<file path="src/rtl/pc_target_unit.sv">
// +--------------------------------------------------------------------------+
// | Module      : pc_target_unit                                             |
// | Description : Program counter owner with next-PC target computation      |
// |               (SEQ / JMP / BRR / JMPC) over cmd and tgt valid/ready.     |
// | Option      : PC_TARGET_WRAP_CHK_EN adds wrap_err and suppresses         |
// |               boundary-crossing relative branches.                       |
// | Revision    : 1.0 - initial release                                      |
// +--------------------------------------------------------------------------+
`default_nettype none

module pc_target_unit #(
   parameter int unsigned          PC_W     = 16,
   parameter int unsigned          IMM_W    = 12,
   parameter int unsigned          SHIFT    = 1,
   parameter int unsigned          INC      = 2,
   parameter logic [PC_W-1:0]      RESET_PC = '0
) (
   input  logic                    CLK,
   input  logic                    Reset_n,
   input  logic                    cmd_valid,
   output logic                    cmd_ready,
   input  logic [1:0]              cmd_mode,
   input  logic [IMM_W-1:0]        cmd_imm,
   input  logic                    cmd_cond,
   output logic [PC_W-1:0]         pc,
   output logic                    tgt_valid,
   input  logic                    tgt_ready,
   output logic [PC_W-1:0]         tgt_pc,
   output logic                    taken,
`ifdef PC_TARGET_WRAP_CHK_EN
   output logic                    wrap_err,
`endif
   output logic [PC_W-1:0]         ret_pc
);

   typedef enum logic [1:0] {
      S_IDLE = 2'd0,
      S_CALC = 2'd1,
      S_DONE = 2'd2
   } state_t;

   localparam logic [1:0]      c_mode_seq  = 2'b00;
   localparam logic [1:0]      c_mode_jmp  = 2'b01;
   localparam logic [1:0]      c_mode_brr  = 2'b10;
   localparam logic [1:0]      c_mode_jmpc = 2'b11;
   localparam logic [PC_W-1:0] c_inc       = PC_W'(INC);
   localparam logic [PC_W-1:0] c_ones      = '1;
   // Bits replaced by a JMP target; all ones when the immediate spans the PC.
   localparam logic [PC_W-1:0] c_low_mask  = ~(c_ones << (IMM_W + SHIFT));

   state_t              r_state;
   logic [1:0]          r_mode;
   logic [IMM_W-1:0]    r_imm;
   logic                r_cond;
   logic [PC_W-1:0]     r_pc;
   logic [PC_W-1:0]     r_tgt_pc;
   logic [PC_W-1:0]     r_ret_pc;
   logic                r_taken;
   logic                r_tgt_valid;
   logic                r_cmd_ready;

   logic [PC_W-1:0]     w_pc_inc;
   logic [PC_W-1:0]     w_imm_z;
   logic [PC_W-1:0]     w_imm_sx;
   logic [PC_W-1:0]     w_jmp;
   logic [PC_W-1:0]     w_brr;
   logic [PC_W-1:0]     w_nxt_pc;
   logic                w_nxt_taken;

   // pc is frozen from acceptance until the handshake, so r_pc is the captured pc.
   assign w_pc_inc = r_pc + c_inc;
   assign w_imm_z  = PC_W'(r_imm) << SHIFT;
   assign w_imm_sx = PC_W'($signed(r_imm)) << SHIFT;
   assign w_jmp    = (r_pc & ~c_low_mask) | w_imm_z;

`ifdef PC_TARGET_WRAP_CHK_EN
   logic [PC_W:0]       w_brr_ext;
   logic                w_brr_wrap;
   logic                w_nxt_wrap;
   logic                r_wrap_err;

   // Carry set on a forward offset, or clear on a backward one, means the 0 boundary was crossed.
   assign w_brr_ext  = {1'b0, r_pc} + {1'b0, w_imm_sx};
   assign w_brr      = w_brr_ext[PC_W-1:0];
   assign w_brr_wrap = w_imm_sx[PC_W-1] ? ~w_brr_ext[PC_W] : w_brr_ext[PC_W];
   assign wrap_err   = r_wrap_err;
`else
   assign w_brr      = r_pc + w_imm_sx;
`endif

   always_comb begin
      w_nxt_pc    = w_pc_inc;
      w_nxt_taken = 1'b0;
`ifdef PC_TARGET_WRAP_CHK_EN
      w_nxt_wrap  = 1'b0;
`endif
      case (r_mode)
         c_mode_seq: begin
            w_nxt_pc    = w_pc_inc;
         end
         c_mode_jmp: begin
            w_nxt_pc    = w_jmp;
            w_nxt_taken = 1'b1;
         end
         c_mode_brr: begin
            if (r_cond) begin
`ifdef PC_TARGET_WRAP_CHK_EN
               if (w_brr_wrap) begin
                  w_nxt_wrap  = 1'b1;
               end else begin
                  w_nxt_pc    = w_brr;
                  w_nxt_taken = 1'b1;
               end
`else
               w_nxt_pc    = w_brr;
               w_nxt_taken = 1'b1;
`endif
            end
         end
         c_mode_jmpc: begin
            if (r_cond) begin
               w_nxt_pc    = w_jmp;
               w_nxt_taken = 1'b1;
            end
         end
         default: begin
            w_nxt_pc    = w_pc_inc;
         end
      endcase
   end

   always_ff @(posedge CLK or negedge Reset_n) begin
      if (!Reset_n) begin
         r_state     <= S_IDLE;
         r_mode      <= c_mode_seq;
         r_imm       <= '0;
         r_cond      <= 1'b0;
         r_pc        <= RESET_PC;
         r_tgt_pc    <= '0;
         r_ret_pc    <= '0;
         r_taken     <= 1'b0;
         r_tgt_valid <= 1'b0;
         r_cmd_ready <= 1'b1;
`ifdef PC_TARGET_WRAP_CHK_EN
         r_wrap_err  <= 1'b0;
`endif
      end else begin
         case (r_state)
            S_IDLE: begin
               if (cmd_valid) begin
                  r_mode      <= cmd_mode;
                  r_imm       <= cmd_imm;
                  r_cond      <= cmd_cond;
                  r_cmd_ready <= 1'b0;
                  r_state     <= S_CALC;
               end
            end
            S_CALC: begin
               r_tgt_pc    <= w_nxt_pc;
               r_taken     <= w_nxt_taken;
               r_ret_pc    <= w_pc_inc;
               r_tgt_valid <= 1'b1;
`ifdef PC_TARGET_WRAP_CHK_EN
               r_wrap_err  <= w_nxt_wrap;
`endif
               r_state     <= S_DONE;
            end
            S_DONE: begin
               if (tgt_ready) begin
                  r_pc        <= r_tgt_pc;
                  r_tgt_valid <= 1'b0;
                  r_cmd_ready <= 1'b1;
                  r_state     <= S_IDLE;
               end
            end
            default: begin
               r_tgt_valid <= 1'b0;
               r_cmd_ready <= 1'b1;
               r_state     <= S_IDLE;
            end
         endcase
      end
   end

   assign cmd_ready = r_cmd_ready;
   assign pc        = r_pc;
   assign tgt_valid = r_tgt_valid;
   assign tgt_pc    = r_tgt_pc;
   assign taken     = r_taken;
   assign ret_pc    = r_ret_pc;

endmodule

`default_nettype wire

</file>
<file path="config.mk">
export PLATFORM = sky130hd
export DESIGN_NAME = pc_target_unit
export DESIGN_NICKNAME = d
export VERILOG_FILES = /design/src/rtl/pc_target_unit.sv
export SDC_FILE = /design/constraint.sdc
export NUM_CORES = 1
export LEC_CHECK = 0
export ABC_AREA = 0
export CORE_MARGIN = 4
export CORE_UTILIZATION = 35
export CTS_CLUSTER_DIAMETER = 200
export CTS_CLUSTER_SIZE = 20
export DETAILED_ROUTE_END_ITERATION = 10
export GPL_ROUTABILITY_DRIVEN = 0
export PLACE_DENSITY = 0.66
export SYNTH_ARGS = -nofsm -noshare
export SYNTH_HDL_FRONTEND = slang
export SYNTH_SLANG_ARGS = --single-unit
export TNS_END_PERCENT = 50
</file>
<file path="constraint.sdc">
create_clock -name CLK -period 5.4 [get_ports CLK]
set_clock_uncertainty 0.05 [all_clocks]
set_input_delay 1.08 -clock CLK [delete_from_list [all_inputs] [get_ports CLK]]
set_output_delay 1.08 -clock CLK [all_outputs]
set_load 0.02 [all_outputs]
</file>
==> impl_metrics.tcl <==
set metrics [dict create \
    ys_async_sr_fraction_pct 100 \
    syn_avg_cell_area_um2 9.57 \
    final_antenna_net_count 0 \
    grt_usage_pct 16.1 \
    worstSkewPairLatency_ps 350 \
    tightest_slew_ps 1080 \
    hold_violations 0 \
    hp-class "reg2reg" \
    synthMuxAreaShare_pct 8.93 \
    wl_per_cell_um 16.3 \
    synth_cells 404 \
    synthSimpleGateAreaFrac_pct 16.6 \
    whs_ps 428 \
    cp_num_buf_inv 1 \
    path_max_fanout 8 \
    p_total_w 0.00354 \
    synth_xor_area_share_pct 4.53 \
    cts_resized 0 \
    start_kind "flip-flop" \
    synthTopCellsByCount "67 x dfrtp_1, 50 x nand2_1, 39 x nor2_1" \
    fill_cells 1077 \
    synth-seq-area-share_pct 44.0 \
    p_leak_nw 2.03 \
    clock-sinks 68 \
    clockBufferDepth 2 \
    synth_nets 439 \
    hp-start "ret_pc[8]" \
    drc 0 \
    status "finished, final reports clean" \
    rows 38 \
    cts.root.buffer_cell "clkbuf_8" \
    cts_buffers 9 \
    grt_antenna_before_repair 0 \
    synth_largest_area_cell "dfrtp_1" \
    synth_compound_area_share_pct 17.4 \
    die_y_um 113 \
    io_buffers 69 \
    yosys.cell_count.top_type "dfrtp_1" \
    clock.fmax_mhz 373 \
    ys_ff_latch 68 \
    synth_area_leaders "dfrtp_1 43%, mux2_2 8.2%, ha_1 4.9%" \
    finalSetupViolCount 0 \
    synthDistinctLibCells 57 \
    yosys_warnings 0 \
    drive_above_1_share_pct 11.7 \
    vdd_drop_max_mv 0.220 \
    setup.worst_path.class "reg2out" \
    synth_top_area_share_pct 43.4 \
    rsz0062_at_grt "false" \
    clk_pin_slew_worst_paths_ps 70 \
    worstSetupPathDepth 1 \
    drt-total-wl_um 10000 \
    io-pin-count 70 \
    cts_tree "done" \
    grt_pass1_vias 3226 \
    cp-startpoint "pc[15]" \
    holdBufCountCts 0 \
    dr.pass1.iters 5 \
    grt_max_degree 69 \
    slew_headroom_pct 28.2 \
    ys.flop_type "dfrtp_1" \
    core_area_um2 10800 \
    htree_levels 3 \
    drt_iter0_drc 206 \
    dp_hpwl_um 7420 \
    post-place-cells 596 \
    dieWidth_um 113 \
    synth_fa_ha_area_share_pct 5.37 \
    vias 3322 \
    rr_worst_depth 5 \
    grt_pass1_wl_um 16400 \
    die_area_um2 12800 \
    syn2layout_area_growth_pct 25.7 \
    via_per_inst 5.43 \
    cp-end-kind "output pin" \
    slew_violations 0 \
    min_path_cells 2 \
    worstPathRequired_ps 4270 \
    start_util_pct 35.7 \
    grt_overflow 0 \
    path_delay_family "buffers and inverters" \
    maxCapViolCount 0 \
    critPathMaxStageDelay_ps 670 \
    path_cells "clkdlybuf4s50_1" \
    critPathSlowestCell "clkdlybuf4s50_1" \
    antennaDiodeCount 0 \
    synth_edf_count 0 \
    fin_cells 612 \
    r2r-start "r_mode[0]" \
    final.setup.tns_ps 0 \
    synth_top_family_by_area "compound AO/OA/AOI/OAI gates" \
    finalCriticalPeriod_ps 2680 \
    nets 502 \
    fin_crit_sh_pct 49.6 \
    worstPathArrival_ps 1550 \
    power_per_cell_area_nw_per_um2 729 \
    post-cts-setup-buffer-count 0 \
    syn_area_um2 3870 \
]
layer usage:
layer	wire (um)	GRT usage, %	up-vias	share of wire, %
met5	0	0	-	0
met3	481	3.05	18	4.8
met2	4610	24.4	94	46
met1	4700	22.3	1625	47
li1	-	-	1585	-
met4	209	7.21	0	2.1
path summary, 6_finish.rpt:
path | to | slack (ps)
min | ret_pc[8] | 430
min reg2reg | ret_pc[8] | 430
max in group asynchronous | ret_pc[14] | 3890
max reg2reg | tgt_pc[11] | 2800
max | pc[15] | 2720
min in group asynchronous | ret_pc[8] | 870
layout by cell type, fill, tap and decap left out, types with 2 or more instances in the layout:
cell type / Yosys / layout
ha_1: 15 / 15
mux2i_1: 3 / 3
or3_1: 2 / 2
nand2b_1: 6 / 6
a211oi_1: 4 / 4
nor2_1: 39 / 39
a21oi_1: 22 / 22
nand3b_1: 3 / 3
clkbuf_8: 0 / 13
mux2_2: 28 / 28
xnor2_1: 8 / 8
a41oi_1: 3 / 3
clkdlybuf4s50_1: 0 / 68
o21a_1: 8 / 8
dfrtp_1: 67 / 67
a31oi_1: 9 / 9
buf_4: 1 / 4
and3_1: 6 / 6
inv_1: 7 / 7
nor3_1: 7 / 7
a21o_1: 2 / 2
a311oi_1: 2 / 2
o31ai_1: 2 / 2
o21ai_0: 34 / 34
and3_2: 2 / 2
o221ai_1: 2 / 2
xor2_1: 12 / 12
nor2b_1: 3 / 3
clkbuf_1: 13 / 2
nand2_1: 50 / 50
nand3_1: 11 / 11
area by class of cell:
| type | count | area, um^2 | area share [%] |
|---|---|---|---|
| Clock buffer | 15 | 186 | 3.84 |
| Multi-Input combinational cell | 307 | 2040 | 42.1 |
| Clock inverter | 1 | 5.00 | 0.103 |
| Sequential cell | 68 | 1700 | 35.0 |
| Timing Repair Buffer | 73 | 716 | 14.7 |
| Tap cell | 140 | 175 | 3.60 |
| Inverter | 8 | 30.0 | 0.618 |
sequential cells by signal, indices dropped and copies added (netlist names):
name,cells
cmd_ready,1
pc,16
r_state,2
r_mode,2
ret_pc,16
taken,1
r_imm,12
r_cond,1
tgt_valid,1
tgt_pc,16
metrics by stage:
step / utilization, % / area (um^2) / worst slack [ps]
after floorplan: - / 3870 / 3040
after global placement: 43.1 / 4670 / 2460
after detailed placement: 43.1 / 4670 / 2410
after CTS: 44.8 / 4860 / 2720
after global routing: 44.8 / 4860 / 2590
final: 44.8 / 4860 / 2720
report_power, final:
| group | total, W | switching (W) | leakage (nW) | internal (W) |
|---|---|---|---|---|
| Clock | 0.000405 | 0.000188 | 0.0997 | 0.000217 |
| Combinational | 0.00207 | 0.00113 | 1.11 | 0.000940 |
| Sequential | 0.00107 | 0.000317 | 0.815 | 0.000751 |
| Total | 0.00354 | 0.00164 | 2.03 | 0.00191 |
cells by family after synthesis:
kind of cell,after synthesis
xor+xnor,20
simple gates,136
flops,68
mux,31
buf+inv,29
compound gates,104
fa+ha+maj,16
(Power assumes the default switching activity.)
